--- src/rtl/rr_pkg.sv ---
// Shared types and helpers for the round-robin requester slice.
package rr_pkg;

  localparam int unsigned N_CLIENTS_DEF = 4;
  localparam int unsigned DATA_W_DEF    = 8;
  localparam int unsigned LEN_W_DEF     = 3;
  localparam int unsigned IDX_W_DEF     = $clog2(N_CLIENTS_DEF);

  typedef enum logic [1:0] {IDLE, XFER, REL} state_t;

  typedef struct packed {
    logic [DATA_W_DEF-1:0] data;
    logic [LEN_W_DEF-1:0]  len;
  } cmd_t;

  typedef struct packed {
    logic                 valid;
    logic [IDX_W_DEF-1:0] idx;
  } onehot_t;

  function automatic onehot_t onehot_idx(input logic [N_CLIENTS_DEF-1:0] v);
    onehot_t r;
    r.valid = (v != '0) && ((v & (v - N_CLIENTS_DEF'(1))) == '0);
    r.idx   = '0;
    for (int unsigned i = 0; i < N_CLIENTS_DEF; i++) begin
      if (v[i]) r.idx = IDX_W_DEF'(i);
    end
    return r;
  endfunction

endpackage

--- src/rtl/req_fifo.sv ---
// Single-clock per-client command FIFO; pointers carry a wrap bit to tell full from empty.
module req_fifo
  import rr_pkg::*;
#(
  parameter type         T     = cmd_t,
  parameter int unsigned DEPTH = 4
) (
  input  logic clk,
  input  logic rst,
  input  logic push,
  input  T     din,
  input  logic pop,
  output logic full,
  output logic empty,
  output T     head
);

  localparam int unsigned AW = $clog2(DEPTH);

  T            mem [DEPTH];
  logic [AW:0] wr_q;
  logic [AW:0] rd_q;

  always_ff @(posedge clk or negedge rst) begin
    if (!rst) begin
      wr_q <= '0;
      rd_q <= '0;
    end else begin
      if (push && !full) wr_q <= wr_q + (AW+1)'(1);
      if (pop && !empty) rd_q <= rd_q + (AW+1)'(1);
    end
  end

  always_ff @(posedge clk) begin
    if (push && !full) mem[wr_q[AW-1:0]] <= din;
  end

  assign full  = (wr_q[AW] != rd_q[AW]) && (wr_q[AW-1:0] == rd_q[AW-1:0]);
  assign empty = (wr_q == rd_q);
  assign head  = mem[rd_q[AW-1:0]];

endmodule

--- src/rtl/rr_requester.sv ---
// Requester side of a 4-way round-robin arbiter: per-client command FIFOs raise req,
// the granted client's head command is streamed as a burst on a shared valid/ready bus.
module rr_requester
  import rr_pkg::*;
#(
  parameter int unsigned N_CLIENTS = N_CLIENTS_DEF,
  parameter int unsigned DATA_W    = DATA_W_DEF,
  parameter int unsigned LEN_W     = LEN_W_DEF,
  parameter int unsigned DEPTH     = 4
) (
  input  logic                         clk,
  input  logic                         rst,
  input  logic [N_CLIENTS-1:0]         push_valid,
  output logic [N_CLIENTS-1:0]         push_ready,
  input  logic [N_CLIENTS*DATA_W-1:0]  push_data,
  input  logic [N_CLIENTS*LEN_W-1:0]   push_len,
  output logic [N_CLIENTS-1:0]         req,
  input  logic [N_CLIENTS-1:0]         grant,
  output logic                         bus_valid,
  input  logic                         bus_ready,
  output logic [DATA_W-1:0]            bus_data,
  output logic [$clog2(N_CLIENTS)-1:0] bus_src,
  output logic                         bus_last,
  output logic                         proto_err
);

  localparam int unsigned SRC_W = $clog2(N_CLIENTS);

  typedef struct packed {
    logic [DATA_W-1:0] data;
    logic [LEN_W-1:0]  len;
  } burst_cmd_t;

  burst_cmd_t           head [N_CLIENTS];
  logic [N_CLIENTS-1:0] full;
  logic [N_CLIENTS-1:0] empty;
  logic [N_CLIENTS-1:0] pop;

  state_t               state_q, state_d;
  logic [SRC_W-1:0]     owner_q, owner_d;
  burst_cmd_t           burst_q, burst_d;
  logic [LEN_W-1:0]     beat_q, beat_d;
  logic                 err_q, err_d;
  onehot_t              gnt_oh;
  logic [SRC_W-1:0]     gnt_idx;

  for (genvar g = 0; g < N_CLIENTS; g++) begin : g_fifo
    burst_cmd_t din;
    assign din = {push_data[g*DATA_W +: DATA_W], push_len[g*LEN_W +: LEN_W]};

    req_fifo #(
      .T     (burst_cmd_t),
      .DEPTH (DEPTH)
    ) u_fifo (
      .clk   (clk),
      .rst   (rst),
      .push  (push_valid[g] && push_ready[g]),
      .din   (din),
      .pop   (pop[g]),
      .full  (full[g]),
      .empty (empty[g]),
      .head  (head[g])
    );
  end

  assign push_ready = ~full;

  // The owner keeps req high for the whole burst, then drops it for one cycle so the arbiter rotates.
  always_comb begin
    req = ~empty;
    if (state_q == XFER)     req[owner_q] = 1'b1;
    else if (state_q == REL) req[owner_q] = 1'b0;
  end

  always_comb begin
    state_d = state_q;
    owner_d = owner_q;
    burst_d = burst_q;
    beat_d  = beat_q;
    err_d   = err_q;
    pop     = '0;
    gnt_oh  = onehot_idx(grant);
    gnt_idx = gnt_oh.idx;
    case (state_q)
      IDLE: begin
        if (gnt_oh.valid && req[gnt_idx]) begin
          pop[gnt_idx] = 1'b1;
          owner_d      = gnt_idx;
          burst_d      = head[gnt_idx];
          beat_d       = '0;
          state_d      = XFER;
        end else if (grant != '0) begin
          err_d = 1'b1;
        end
      end
      XFER: begin
        if (!grant[owner_q]) err_d = 1'b1;
        if (bus_ready) begin
          if (bus_last) state_d = REL;
          else          beat_d  = beat_q + LEN_W'(1);
        end
      end
      REL:     state_d = IDLE;
      default: state_d = IDLE;
    endcase
  end

  always_ff @(posedge clk or negedge rst) begin
    if (!rst) begin
      state_q <= IDLE;
      owner_q <= '0;
      burst_q <= '0;
      beat_q  <= '0;
      err_q   <= 1'b0;
    end else begin
      state_q <= state_d;
      owner_q <= owner_d;
      burst_q <= burst_d;
      beat_q  <= beat_d;
      err_q   <= err_d;
    end
  end

  assign bus_valid = (state_q == XFER);
  assign bus_src   = bus_valid ? owner_q : '0;
  assign bus_last  = bus_valid && (beat_q == burst_q.len);
  assign bus_data  = bus_valid ? burst_q.data + DATA_W'(beat_q) : '0;
  assign proto_err = err_q;

endmodule
--- config.mk ---
export PLATFORM = sky130hd
export DESIGN_NAME = rr_requester
export DESIGN_NICKNAME = d
export VERILOG_FILES = /design/src/rtl/rr_pkg.sv /design/src/rtl/req_fifo.sv /design/src/rtl/rr_requester.sv
export SDC_FILE = /design/constraint.sdc
export NUM_CORES = 1
export LEC_CHECK = 0
export CAP_MARGIN = 20
export CORE_ASPECT_RATIO = 2
export CORE_MARGIN = 5
export CORE_UTILIZATION = 60
export DETAILED_ROUTE_END_ITERATION = 8
export PLACE_DENSITY = 0.91
export SLEW_MARGIN = 20
export SYNTH_ARGS = -nofsm -noshare
export SYNTH_HDL_FRONTEND = slang
export SYNTH_SLANG_ARGS = --single-unit
--- constraint.sdc ---
create_clock -name clk -period 3.1 [get_ports clk]
set_input_delay 0.465 -clock clk [delete_from_list [all_inputs] [get_ports clk]]
set_output_delay 0.465 -clock clk [all_outputs]
set_load 0.02 [all_outputs]
# Word-level counts from Yosys, hierarchy flattened
# Memories as Yosys holds them, arrays and structs flattened.
# Cells that the tools add are included.
# totals
ff_bits	43
mem_bits_rw	176
inputBits	55
wordCells	140
n_memories	4
# classes
add_sub_neg	11
n_lt_le_gt_ge	5
n_eq_ne	22
n_mux	40
bitwise_logic	7
reduce_logical	37
# memory_table
name	words	word_bits	rd	rd_clocked_by_memory_dff	wr	line	text
g_fifo[0].u_fifo.mem	4	11	1	0	1	req_fifo.sv:20	T mem [DEPTH];
g_fifo[1].u_fifo.mem	4	11	1	0	1	req_fifo.sv:20	
g_fifo[2].u_fifo.mem	4	11	1	0	1	req_fifo.sv:20	
g_fifo[3].u_fifo.mem	4	11	1	0	1	req_fifo.sv:20	
# ops
op	n
adder 3 x 1 -> 3 bit (second input constant)	9
binary-select mux 11 bit (select 2 bit)	1
two-way mux 11 bit	2
logical AND 1 bit	21
two-way mux 1 bit	16
two-way mux 4 bit	4
equality test 3 bit	5
two-way mux 2 bit	6
NOT 4 bit	3
!= test 2 bit (second input constant)	5
two-way mux 3 bit	3
adder 8 x 3 -> 8 bit	1
bitwise AND 4 bit	2
equality test 2 bit	4
zero test 1 bit	8
two-way mux 8 bit	1
AND reduction 4 bit	2
less-than comparator 2 x 3 -> 1 bit (second input constant)	2
case mux 3 bit (2 select lines)	1
binary-select mux 1 bit (select 2 bit)	2
demux 1 bit (select 2 bit)	2
>= comparator 2 x 1 -> 1 bit (second input constant)	2
zero test 4 bit	1
!= test 1 bit	4
other kinds (14)	15

# Depth between registers and ports, before layout
# depth
depth_word	14
mapped_depth	8
depth_no_buf	7

# Modules after synthesis
# Synthesis repeated with hierarchy kept, for this count alone.
# hier_totals
cells_unflattened	645
area_unflattened_um2	10153.5
# modules_own_cells
mod	n_inst	cells_each	area_each_um2	seq_area_each_um2
req_fifo at g_fifo[0].u_fifo ...	3	107	2084.5	1471.4
req_fifo at g_fifo[2].u_fifo	1	107	2073.2	1471.4
rr_requester	1	217	1826.8	475.5

# Worst setup path after synthesis
# OpenSTA, ideal clock, no wires.
# synth_timing
path_kind	reg2out
from	register beat_q[0]
to	output port bus_data[6]
arrival_ps	1690
slack_ps	945
stages_incl_launch_ff	8
n_path_buf	0
cell_sequence	dfrtp_1 -> ha_1 -> fa_1 -> a21oi_1 -> nor2b_1 -> nand3_1 -> xor2_1 -> nor2_1
# synth_via
elab_chain_cells	2
# synth_rtl
element	line	text
start: declaration	rr_requester.sv:42	logic [LEN_W-1:0] beat_q, beat_d;
start signal: assignment	rr_requester.sv:119	beat_q <= beat_d;
adder 8 x 3 -> 8 bit	rr_requester.sv:127	assign bus_data = bus_valid ? burst_q.data + DATA_W'(beat_q) : '0;
two-way mux 8 bit	rr_requester.sv:127	
end: declaration	rr_requester.sv:21	output logic [DATA_W-1:0] bus_data,
# No other way between the ends.

# Worst setup path after layout
# layout_timing
from	register state_q[1]
to	output port bus_last
# layout_via
elab_chain_cells	2
# layout_rtl
element	line	text
start: declaration	rr_requester.sv:39	state_t state_q, state_d;
start signal: assignment	rr_requester.sv:116	state_q <= state_d;
equality test 2 x 1 -> 1 bit	rr_requester.sv:124	assign bus_valid = (state_q == XFER);
logical AND 1 bit	rr_requester.sv:126	assign bus_last = bus_valid && (beat_q == burst_q.len);
end: declaration	rr_requester.sv:23	output logic bus_last,
# No other way between the ends.

==> flow_summary.yaml <==
yosys:
  synth_ff_type: "edfxtp_1"
  synth_most_common_cell: "edfxtp_1"
  async_reset_ff_frac: 0.196
  synth-edff-count: 176
  ys_warn_count: 0
  yosys.area.top_type: "edfxtp_1"
  ys_seq_area_frac: 0.672
  ys_types: 60
  ys_seq_elements: 219
  netlist_area_sq_um: 9470
  syn_avg_cell_area_sq_um: 17.2
  postSynthCellCount: 552
  synth_commonest_cells: "edfxtp_1, mux4_2, dfrtp_1"
  syn_nets: 632
  ys_top_cells_by_area: "edfxtp_1, dfrtp_1, mux4_2, ha_1, xor2_1"
  synth_top_area_frac: 0.558
place:
  port_buffers: 75
  gp_congestion: 0.840
  dpl_cell_area_sq_um: 10500
  dp.final_hpwl_um: 14500
clock_tree:
  post_cts_buffers: 0
  root_buffer: "clkbuf_16"
  ctsHtreeMaxLevel: 1
  path_clk_slew_ns: 0.07
  cts.sinks: 219
  cts_buffer_depth: 3
  cts_tree: "yes"
  numCtsBuffers: 19
  hold_buffers: 0
  clock_latency_ns: 0.49
worst_setup_path:
  crit_family: "simple AND/OR/NAND/NOR gates"
  worstReg2RegStart: "state_q[1]$_DFFE_PN0P_"
  critPathBufInv: 1
  crit_path_top_delay_cell: "clkdlybuf4s50_1"
  critPathMaxStageDelay_ns: 0.68
  required_ns: 2.63
  critPathArrivalTime_ns: 2.57
  start_kind: "flip-flop"
  path_max_fanout: 17
  crit_start: "state_q[1]$_DFFE_PN0P_"
  path_class: "reg -> out"
  crit_chain: "nand2b_2 -> nor4_1 -> clkdlybuf4s50_1"
  endpoint_kind: "output pin"
pwr:
  p_leak_uw: 0.00398
  p_per_area_nw_per_um2: 963
  irDropWorstVdd_v: 0.000656
floorplanning:
  core_sq_um: 15700
  start_util: 0.603
  die_y_um: 188
  dieArea_sq_um: 18600
  io_pins: 76
  fp.dieW_um: 98.8
  rows: 65
timing:
  timing_hold_violations_final: 0
  setup_tns_ns: 0
  fin_crit_ns: 3.03
  setup_violations: 0
  min_period_over_period: 0.979
  fin_skew_ns: 0.0222
  rsz0062_at_grt: "no"
  worst-slew-pin-transition_ns: 0.992
  drv_slew: 0
  timing.fmax_mhz: 330
  slew-limit-headroom: 0.339
worst_hold_path:
  hp-class: "in -> async"
cells_and_area:
  fillers: 915
  diodes: 0
  layout.nets: 722
  drive_above_1_share: 0.179
  area_growth_pct: 17.5
  stdcell_area_sq_um: 11100
routing:
  routed_wl_um: 20500
  wl_met1_um: 6970
  dr_wl_met2_um: 10600
  routed.top_layer: "met4"
  drtPass1Iterations: 5
  drc: 0
  final_antenna_net_count: 0
  wire_per_inst_um: 23.9
  num_vias: 5361
  vias_per_cell: 6.26
  route.met3.wl_um: 1190
  initialDrtViolationCount: 326
global_routing:
  grtUsageTotal: 0.227
  grt_pass1_wl_um: 32300
  first_global_vias: 5792
  gr-total-overflow: 0
  grt_max_degree: 44
  antenna_found_initial: 0
run:
  cap_violations: 0
run_status:
  outcome: "completed"
## cells in the final DEF (no fill, tap or decap), types with 3 or more instances in the layout
master           synthesis  routed
dlygate4sd2_1            0       3
a21oi_1                  8       7
nor2_1                  16      16
nand2_1                 14      14
a21o_1                   3       3
clkbuf_1                13       3
a31oi_1                  3       3
nor4b_1                  3       3
mux4_2                  45      45
o21ai_1                  8       8
and2_1                   9       9
a221o_1                  4       4
xnor2_2                  3       3
bufinv_16                0       3
clkdlybuf4s50_1          0      70
clkinvlp_4               0       3
nor3_1                   9       9
nand3_1                  8       8
nand3b_1                 4       4
nor3_4                   3       3
a22o_1                  12      12
and3_1                  16      16
ha_1                    24      24
inv_1                   12      12
or3_1                    3       3
dfrtp_1                 43      42
xor2_1                  22      22
buf_4                    1      18
nor4_1                   3       3
o21ai_0                 18      18
clkbuf_16                0      19
xnor2_1                 11      11
mux2_2                   4       4
mux2_1                   4       4
a221oi_1                 9       9
edfxtp_1               176     176
## cell families after synthesis
logic type	synth area share
DFF	0.672
AOI/OAI and AO/OA	0.0581
muxes	0.118
and+or+nand+nor	0.0662
buffers and inverters	0.0170
adders and majority gates	0.0338
xor gates and xnor gates	0.0357
## worst paths after layout
check / slack (ns) / cells after the start / endpoint
max in group asynchronous: 2.28 / 1 / state_q[0]$_DFFE_PN0P_
setup reg to reg: 0.62 / 7 / g_fifo[1].u_fifo.rd_q[1]$_DFFE_PN0P_
setup / recovery: 0.07 / 3 / bus_last
min in group clk: 0.50 / 1 / g_fifo[2].u_fifo.rd_q[2]$_DFFE_PN0P_
hold reg to reg: 0.50 / 1 / g_fifo[2].u_fifo.rd_q[2]$_DFFE_PN0P_
hold / removal: 0.15 / 1 / g_fifo[2].u_fifo.wr_q[1]$_DFFE_PN0P_
## sequential cells by signal, indices dropped and copies added (netlist names)
name                count
beat_q                  3
burst_q                11
g_fifo.u_fifo.mem     176
g_fifo.u_fifo.rd_q     12
g_fifo.u_fifo.wr_q     12
owner_q                 2
proto_err               1
state_q                 2
## metal layers
layer / track usage / vias to the layer above
li1: - / 2370
met1: 0.262 / 2697
met5: 0 / -
met3: 0.0410 / 82
met2: 0.376 / 212
met4: 0.163 / 0
## power breakdown
group          switching (uW)  internal, uW  leakage [uW]
logic                    2140          1720       0.00153
registers                 479          3980       0.00214
clock network            1010          1390      0.000300
## final cells by class
cell class,count,area [sq um],area share
inverter,13,48.8,0.00438
clock buffer,22,487,0.0437
sequential,219,6360,0.572
multi-input combinational,296,2960,0.265
tap,201,251,0.0226
clock inverter,12,148,0.0133
timing repair buffer,93,880,0.0790
## stage by stage
| step | hold slack (ns) | util | setup WS, ns | cells | power (uW) |
|---|---|---|---|---|---|
| after CTS | 0.149 | 0.709 | 0.00122 | 856 | 10800 |
| after global placement | 0.454 | 0.668 | 0.361 | 822 | 8120 |
| after detailed placement | 0.475 | 0.668 | 0.177 | 822 | 8350 |
| after global routing | 0.209 | 0.709 | 0.0217 | 856 | 11300 |
| after floorplan | 0.169 | - | 0.945 | 552 | 6890 |
| final | 0.146 | 0.709 | 0.0661 | 856 | 10700 |
## repair_timing
| item | 4_1_cts | 5_1_grt |
|---|---|---|
| endpoints found under the setup margin | 3 | 8 |
| gates cloned | 0 | 0 |
| gates resized for setup | 3 | 4 |
Power figures use the tool's default switching activity.
